**src/rtl/rvfi_trace_fifo.sv**
```systemverilog
// Retirement trace FIFO: stamps RVFI-style records with an order number and queues them for a consumer.
// Optional macro RVFI_TRACE_STALL_EN drives stall_o while the queue is full.
module rvfi_trace_fifo #(
   parameter int DEPTH = 8
) (
   input  logic                       clk,
   input  logic                       rst_n,
   input  logic                       ret_valid,
   input  logic [31:0]                ret_pc,
   input  logic [31:0]                ret_nxt_pc,
   input  logic [31:0]                ret_insn,
   input  logic                       ret_trap,
   input  logic                       ret_intr,
   input  logic [4:0]                 ret_rd,
   input  logic [31:0]                ret_rd_wdata,
   input  logic [31:0]                ret_mem_addr,
   input  logic [3:0]                 ret_mem_rmask,
   input  logic [3:0]                 ret_mem_wmask,
   input  logic [31:0]                ret_mem_data,
   output logic                       out_valid,
   input  logic                       out_ready,
   output logic [238:0]               out_pkt,
   output logic                       stall_o,
   output logic [$clog2(DEPTH):0]     level,
   output logic [15:0]                drop_cnt
);

   localparam int AW = $clog2(DEPTH);
   localparam int LW = AW + 1;
   localparam logic [LW-1:0] FULL_LVL = LW'(DEPTH);

   logic [31:0]    order_q, order_d;
   logic [AW-1:0]  wr_ptr_q, wr_ptr_d;
   logic [AW-1:0]  rd_ptr_q, rd_ptr_d;
   logic [LW-1:0]  level_q, level_d;
   logic [15:0]    drop_cnt_q, drop_cnt_d;
   logic [238:0]   mem_q [DEPTH];

   logic           pop_s, push_s, drop_s, full_s;
   logic [31:0]    rd_wdata_s, mem_data_s;
   logic [3:0]     rmask_s, wmask_s;
   logic [238:0]   wr_pkt_s;

   // Handshake decode, record sanitising and next-state computation.
   always_comb begin
      full_s = (level_q == FULL_LVL);
      pop_s  = out_valid && out_ready;
      push_s = ret_valid && (!full_s || pop_s);
      drop_s = ret_valid && full_s && !pop_s;

      // Trapped instructions carry no architectural writeback or memory effect.
      if (ret_trap || (ret_rd == 5'd0)) begin
         rd_wdata_s = 32'd0;
      end else begin
         rd_wdata_s = ret_rd_wdata;
      end
      if (ret_trap) begin
         rmask_s    = 4'd0;
         wmask_s    = 4'd0;
         mem_data_s = 32'd0;
      end else begin
         rmask_s    = ret_mem_rmask;
         wmask_s    = ret_mem_wmask;
         mem_data_s = ret_mem_data;
      end
      wr_pkt_s = {order_q, ret_pc, ret_nxt_pc, ret_insn, ret_trap, ret_intr, ret_rd,
                  rd_wdata_s, ret_mem_addr, rmask_s, wmask_s, mem_data_s};

      if (ret_valid && !ret_trap && !ret_intr) begin
         order_d = order_q + 32'd1;
      end else begin
         order_d = order_q;
      end

      if (push_s) begin
         wr_ptr_d = wr_ptr_q + AW'(1);
      end else begin
         wr_ptr_d = wr_ptr_q;
      end

      if (pop_s) begin
         rd_ptr_d = rd_ptr_q + AW'(1);
      end else begin
         rd_ptr_d = rd_ptr_q;
      end

      case ({push_s, pop_s})
         2'b10:   level_d = level_q + LW'(1);
         2'b01:   level_d = level_q - LW'(1);
         default: level_d = level_q;
      endcase

      if (drop_s && (drop_cnt_q != 16'hFFFF)) begin
         drop_cnt_d = drop_cnt_q + 16'd1;
      end else begin
         drop_cnt_d = drop_cnt_q;
      end
   end

   // Control state with asynchronous clear.
   always_ff @(posedge clk or negedge rst_n) begin
      if (!rst_n) begin
         order_q    <= 32'd0;
         wr_ptr_q   <= {AW{1'b0}};
         rd_ptr_q   <= {AW{1'b0}};
         level_q    <= {LW{1'b0}};
         drop_cnt_q <= 16'd0;
      end else begin
         order_q    <= order_d;
         wr_ptr_q   <= wr_ptr_d;
         rd_ptr_q   <= rd_ptr_d;
         level_q    <= level_d;
         drop_cnt_q <= drop_cnt_d;
      end
   end

   // Record storage is intentionally left unreset.
   always_ff @(posedge clk) begin
      if (push_s) begin
         mem_q[wr_ptr_q] <= wr_pkt_s;
      end
   end

   assign out_valid = (level_q != {LW{1'b0}});
   assign out_pkt   = mem_q[rd_ptr_q];
   assign level     = level_q;
   assign drop_cnt  = drop_cnt_q;

`ifdef RVFI_TRACE_STALL_EN
   assign stall_o = full_s;
`else
   assign stall_o = 1'b0;
`endif

endmodule

```
**config.mk**
```make
export PLATFORM = sky130hd
export DESIGN_NAME = rvfi_trace_fifo
export DESIGN_NICKNAME = d
export VERILOG_FILES = /design/src/rtl/rvfi_trace_fifo.sv
export SDC_FILE = /design/constraint.sdc
export NUM_CORES = 2
export LEC_CHECK = 0
export CORE_UTILIZATION = 50
export CTS_CLUSTER_DIAMETER = 60
export CTS_CLUSTER_SIZE = 24
export DETAILED_ROUTE_END_ITERATION = 10
export GPL_TIMING_DRIVEN = 1
export PLACE_DENSITY_LB_ADDON = 0.25
export SLEW_MARGIN = 15
export SYNTH_ARGS = -nofsm -noshare
export SYNTH_HDL_FRONTEND = slang
export SYNTH_SLANG_ARGS = --single-unit
```
**constraint.sdc**
```tcl
create_clock -name clk -period 34.9 [get_ports clk]
set_clock_uncertainty 0.15 [all_clocks]
set_input_delay 6.98 -clock clk [delete_from_list [all_inputs] [get_ports clk]]
set_output_delay 6.98 -clock clk [all_outputs]
set_load 0.01 [all_outputs]
```
# --- After elaboration in Yosys (flattened, before gate mapping) ---
# Memories as Yosys holds them, arrays and structs flattened.
# Index checks and enable logic that the tools add are counted.
word_totals:
  latchBits: 0
  inputBits: 211
  memories: 1
  rom_bits: 0
  register_bits: 58
  mem_bits_rw: 1912
  out_inout_bits: 261
op_classes:
  n_addsub: 6
  order_cmp: 0
  div: 0
  bitwise: 0
  mux: 7
  multipliers: 0
  n_eq_ne: 4
  n_shift: 0
  n_reduce_logical: 16
mem_list:
  columns: ["name", "words", "width", "read_ports", "rd_ports_with_merged_regs", "wr", "line", "rtl"]
  rows:
  - ["mem_q", 8, 239, 1, 0, 1, "37", "logic [238:0] mem_q [DEPTH];"]
ops:
  columns: ["cell", "count"]
  rows:
  - ["$mux W32", 2]
  - ["$add A32 B1 Y32 const B", 1]
  - ["$add A16 B1 Y16 const B", 1]
  - ["$ne A16 B16 Y1 const B", 1]
  - ["$mux W4", 2]
  - ["$pmux W4 S2", 1]
  - ["$logic_and A1 B1 Y1", 7]
  - ["$add A3 B1 Y3 const B", 2]
  - ["$logic_not A5 Y1", 1]
  - ["$add A4 B1 Y4 const B", 1]
  - ["$eq A4 B4 Y1 const B", 1]
  - ["$logic_not A1 Y1", 4]
  - ["$reduce_bool A4 Y1", 1]
  - ["$sub A4 B1 Y4 const B", 1]
  - ["$eq A2 B1 Y1 const B", 1]
  - ["$eq A2 B2 Y1 const B", 1]
  - ["$logic_or A1 B1 Y1", 2]
  - ["$mux W1", 2]
  - ["$reduce_bool A2 Y1", 1]

# --- Logic depth before layout (Yosys ltp) ---
logic_depth:
  word_depth: 6
  mapped_depth: 9
  mapped_depth_nobuf: 8

# --- Least setup slack after synthesis ---
# No wires, ideal clock.
synth_path:
  kind: "input -> register"
  startpoint: "input ret_valid"
  endpoint: "memory mem_q[0][0] (enable)"
  cell_stages: 4
  path_buffers: 2
  t_arrival_ns: 30.070
  setup_time_ns: 1.424
  path_slack_ns: 3.256
  path_cell_list: "buf_6 > clkbuf_1 > o21ai_1 > nor4_1"
synth_via:
  elab_chain_len: 3
synth_lines:
  columns: ["item", "line", "rtl"]
  rows:
  - ["start, declared", "8", "input logic ret_valid,"]
  - ["$logic_and A1 B1 Y1", "48", "push_s = ret_valid && (!full_s || pop_s);"]
  - ["$mux W1", "119", "if (push_s) begin"]
  - ["$mux W1 (implied by the code)", "120", "mem_q[wr_ptr_q] <= wr_pkt_s;"]
  - ["end, declared", "37", null]
# Every way passes these cells.

# --- Final worst setup path ---
layout_path:
  startpoint: "register rd_ptr_q[0]"
  endpoint: "output out_pkt[187]"
layout_via:
  elab_chain_len: 1
layout_lines:
  columns: ["item", "line", "rtl"]
  rows:
  - ["start, declared", "34", "logic [AW-1:0] rd_ptr_q, rd_ptr_d;"]
  - ["start signal, assigned", "105", "rd_ptr_q <= {AW{1'b0}};"]
  - ["start signal, assigned", "111", "rd_ptr_q <= rd_ptr_d;"]
  - ["$mem_v2 Z8 W239", null, null]
  - ["end, declared", "22", "output logic [238:0] out_pkt,"]
# Every way passes these cells.

==> reports/metrics.yaml <==
outcome: "complete, no violations"
grt_max_degree: 157
fmax_mhz: 73.9
finalCritPeriodShare_pct: 38.8
synth_edf_count: 1912
fin_hold_ws_ps: 360
design_area_mm2: 0.0866
numCtsBuffers: 132
cts_buffer_depth: 3
fin_tns_setup_ps: 0
synth.cells.most_frequent: "edfxtp_1 (1912), mux4_2 (478), mux2_2 (244)"
cap_violations: 0
synthesis.nets: 3348
swShare_pct: 29.2
htree_levels: 4
yosysMostFrequentCell: "edfxtp_1"
clk_pin_slew_ps: 80
wirelength_mm: 151
synth_area_per_cell_um2: 23.9
p_total_mw: 7.10
worst_setup_path_start_kind: "flop"
fp.dieW_um: 389
crit_family: "buffers and inverters"
dpl_cell_area_mm2: 0.0820
cts.sinks: 1970
p_int_mw: 5.02
nNetsFinal: 3853
synth_cell_types: 46
ys_top_cells_by_area: "edfxtp_1 (77%), mux4_2 (14%), mux2_2 (3.7%)"
core_area_mm2: 0.148
worst-setup-path-type: "reg2out"
synth_area_mm2: 0.0749
cts_root_buffer: "clkbuf_16"
min_path_type: "reg2reg"
yosysTopAreaCell: "edfxtp_1"
numPortBuffers: 470
sequentialPowerShare_pct: 43.3
endpoint_kind: "output pin"
cp.required_ps: 27770
synth_seq_area_share_pct: 78.6
area_delta_synth_final_pct: 15.7
synthDominantCellAreaShare_pct: 76.7
vias: 32961
rsz0062_at_grt: "no"
power_frac_comb_pct: 33.0
drc_errors: 0
tritoncts: "built"
ios: 472
drtIter0Drc: 2616
leakagePower_nw: 27.4
hold_viol_final: 0
finalMaxSlewViolations: 0
ys_ff_latch: 1970
clkPwrFrac_pct: 23.7
vdd_drop_max_mv: 0.0619
vias_per_cell: 5.80
grt_pass1_vias: 34598
grt_pass1_wl_mm: 225
initial_core_util_pct: 50.5
dieArea_mm2: 0.151
rows: 141
finalSetupViolCount: 0
dieHeight_um: 389
drive_above_1_share_pct: 27.2
routedWlPerCell_um: 26.6
synthFlopType: "edfxtp_1"
dr.pass1.iters: 5
pwr_density_cell_mw_per_mm2: 81.9
track_usage_pct: 20.1
post-route-min-period_ps: 13540
overflow: 0
clk_latency_ps: 780
dp_hpwl_mm: 80.9
path_cells: "buf_4 -> buf_4 -> buf_4 -> buf_4 -> mux4_2 -> mux2_2 -> clkdlybuf4s50_1"
slew_headroom_pct: 30.1
power_switching_mw: 2.07
cpMostUsedCell: "buf_4"
synthCells: 3132
post-cts-setup-buffers: 0
gp_congestion: 0.720
cpMaxStageDelayCell: "dfrtp_4"
final_antenna_net_count: 0
slowest_delay_ps: 1030
nFillCells: 10520
arrival_ps: 6410
ctsHoldBuffers: 0
post_cts_resized: 0
asyncSetResetFlopFracSynth_pct: 2.94
critPathBufInv: 5
critPathMaxFanout: 46
grt_antenna_before_repair: 18
yosysWarnings: 0
worst_slew_pin_slew_ps: 1050
-- state kept, by name, indices dropped and copies added (netlist names) --
signal    count
level         4
mem_q      1912
wr_ptr_q      3
drop_cnt     16
order_q      32
rd_ptr_q      3
-- cell usage in the layout, fill, tap and decap left out, drive strengths merged, types with 12 or more instances in the layout --
cell / count
and2: 34
buf: 55
bufinv: 12
clkbuf: 148
clkdlybuf4s50: 468
clkinv: 31
dfrtp: 58
edfxtp: 1912
inv: 56
mux2: 244
mux4: 478
nand2: 23
nand3: 12
nor2: 15
nor2b: 40
nor3: 24
nor4: 16
xnor2: 15
xor2: 33
-- worst paths after layout --
check	slack (ps)	depth (start not counted)	startpoint	to
min in group asynchronous	6230	2	rst_n	order_q[20]
worst max register to register	29970	8	level[2]	mem_q[7][202]
worst min-delay path	360	1	drop_cnt[11]	drop_cnt[11]
max in group asynchronous	27780	2	rst_n	rd_ptr_q[1]
worst max-delay path	21360	7	rd_ptr_q[0]	out_pkt[187]
worst min register to register	360	1	drop_cnt[11]	drop_cnt[11]
-- final cells by class --
cell class	count	area, um^2	share of cell area, %
antenna	10	25.0	0.0289
clock buffer	148	3490	4.03
clock inverter	89	1170	1.35
inverter	14	52.6	0.0606
multi-input combinational	996	15400	17.8
sequential	1970	58900	68.0
tap	1930	2410	2.79
timing repair buffer	523	5230	6.04
-- metal layers --
metal | vias up | wire length, um | part of all wire (%) | global-route usage [%]
li1 | 14254 | - | - | -
met1 | 17700 | 63700 | 42 | 27.9
met5 | - | 177 | 0.12 | 0
met2 | 770 | 75000 | 50 | 32.7
met4 | 28 | 2910 | 1.9 | 4.91
met3 | 209 | 9260 | 6.1 | 4.45
-- per-stage QoR --
step,std cells,setup slack [ps],util [%]
floorplan,3132,3260,-
global placement,5433,21960,55.3
detailed placement,5433,21940,55.3
CTS,5670,21050,58.5
global route,5671,20720,58.5
finish,5680,21360,58.5
-- logic make-up (layout without fill, tap and decap cells) --
group,count (synthesis),in the layout,share of synthesized area [%]
flops,1970,1970,78.6
simple gates,198,198,1.58
other cells,1,11,0.00501
buf+inv,166,774,0.927
xor+xnor,48,48,0.561
fa+ha+maj,5,5,0.0835
compound gates,20,20,0.164
mux,724,724,18.1
-- power by group through the flow --
stage	combinational, mW	sequential (mW)	clock [mW]
after floorplan	1.43	3.24	0
after global placement	2.39	3.11	0
after detailed placement	2.38	3.13	0
after CTS	2.40	3.08	1.72
after global routing	2.49	3.10	1.80
final	2.34	3.07	1.68
No activity file was read; power rests on OpenSTA's default activity.
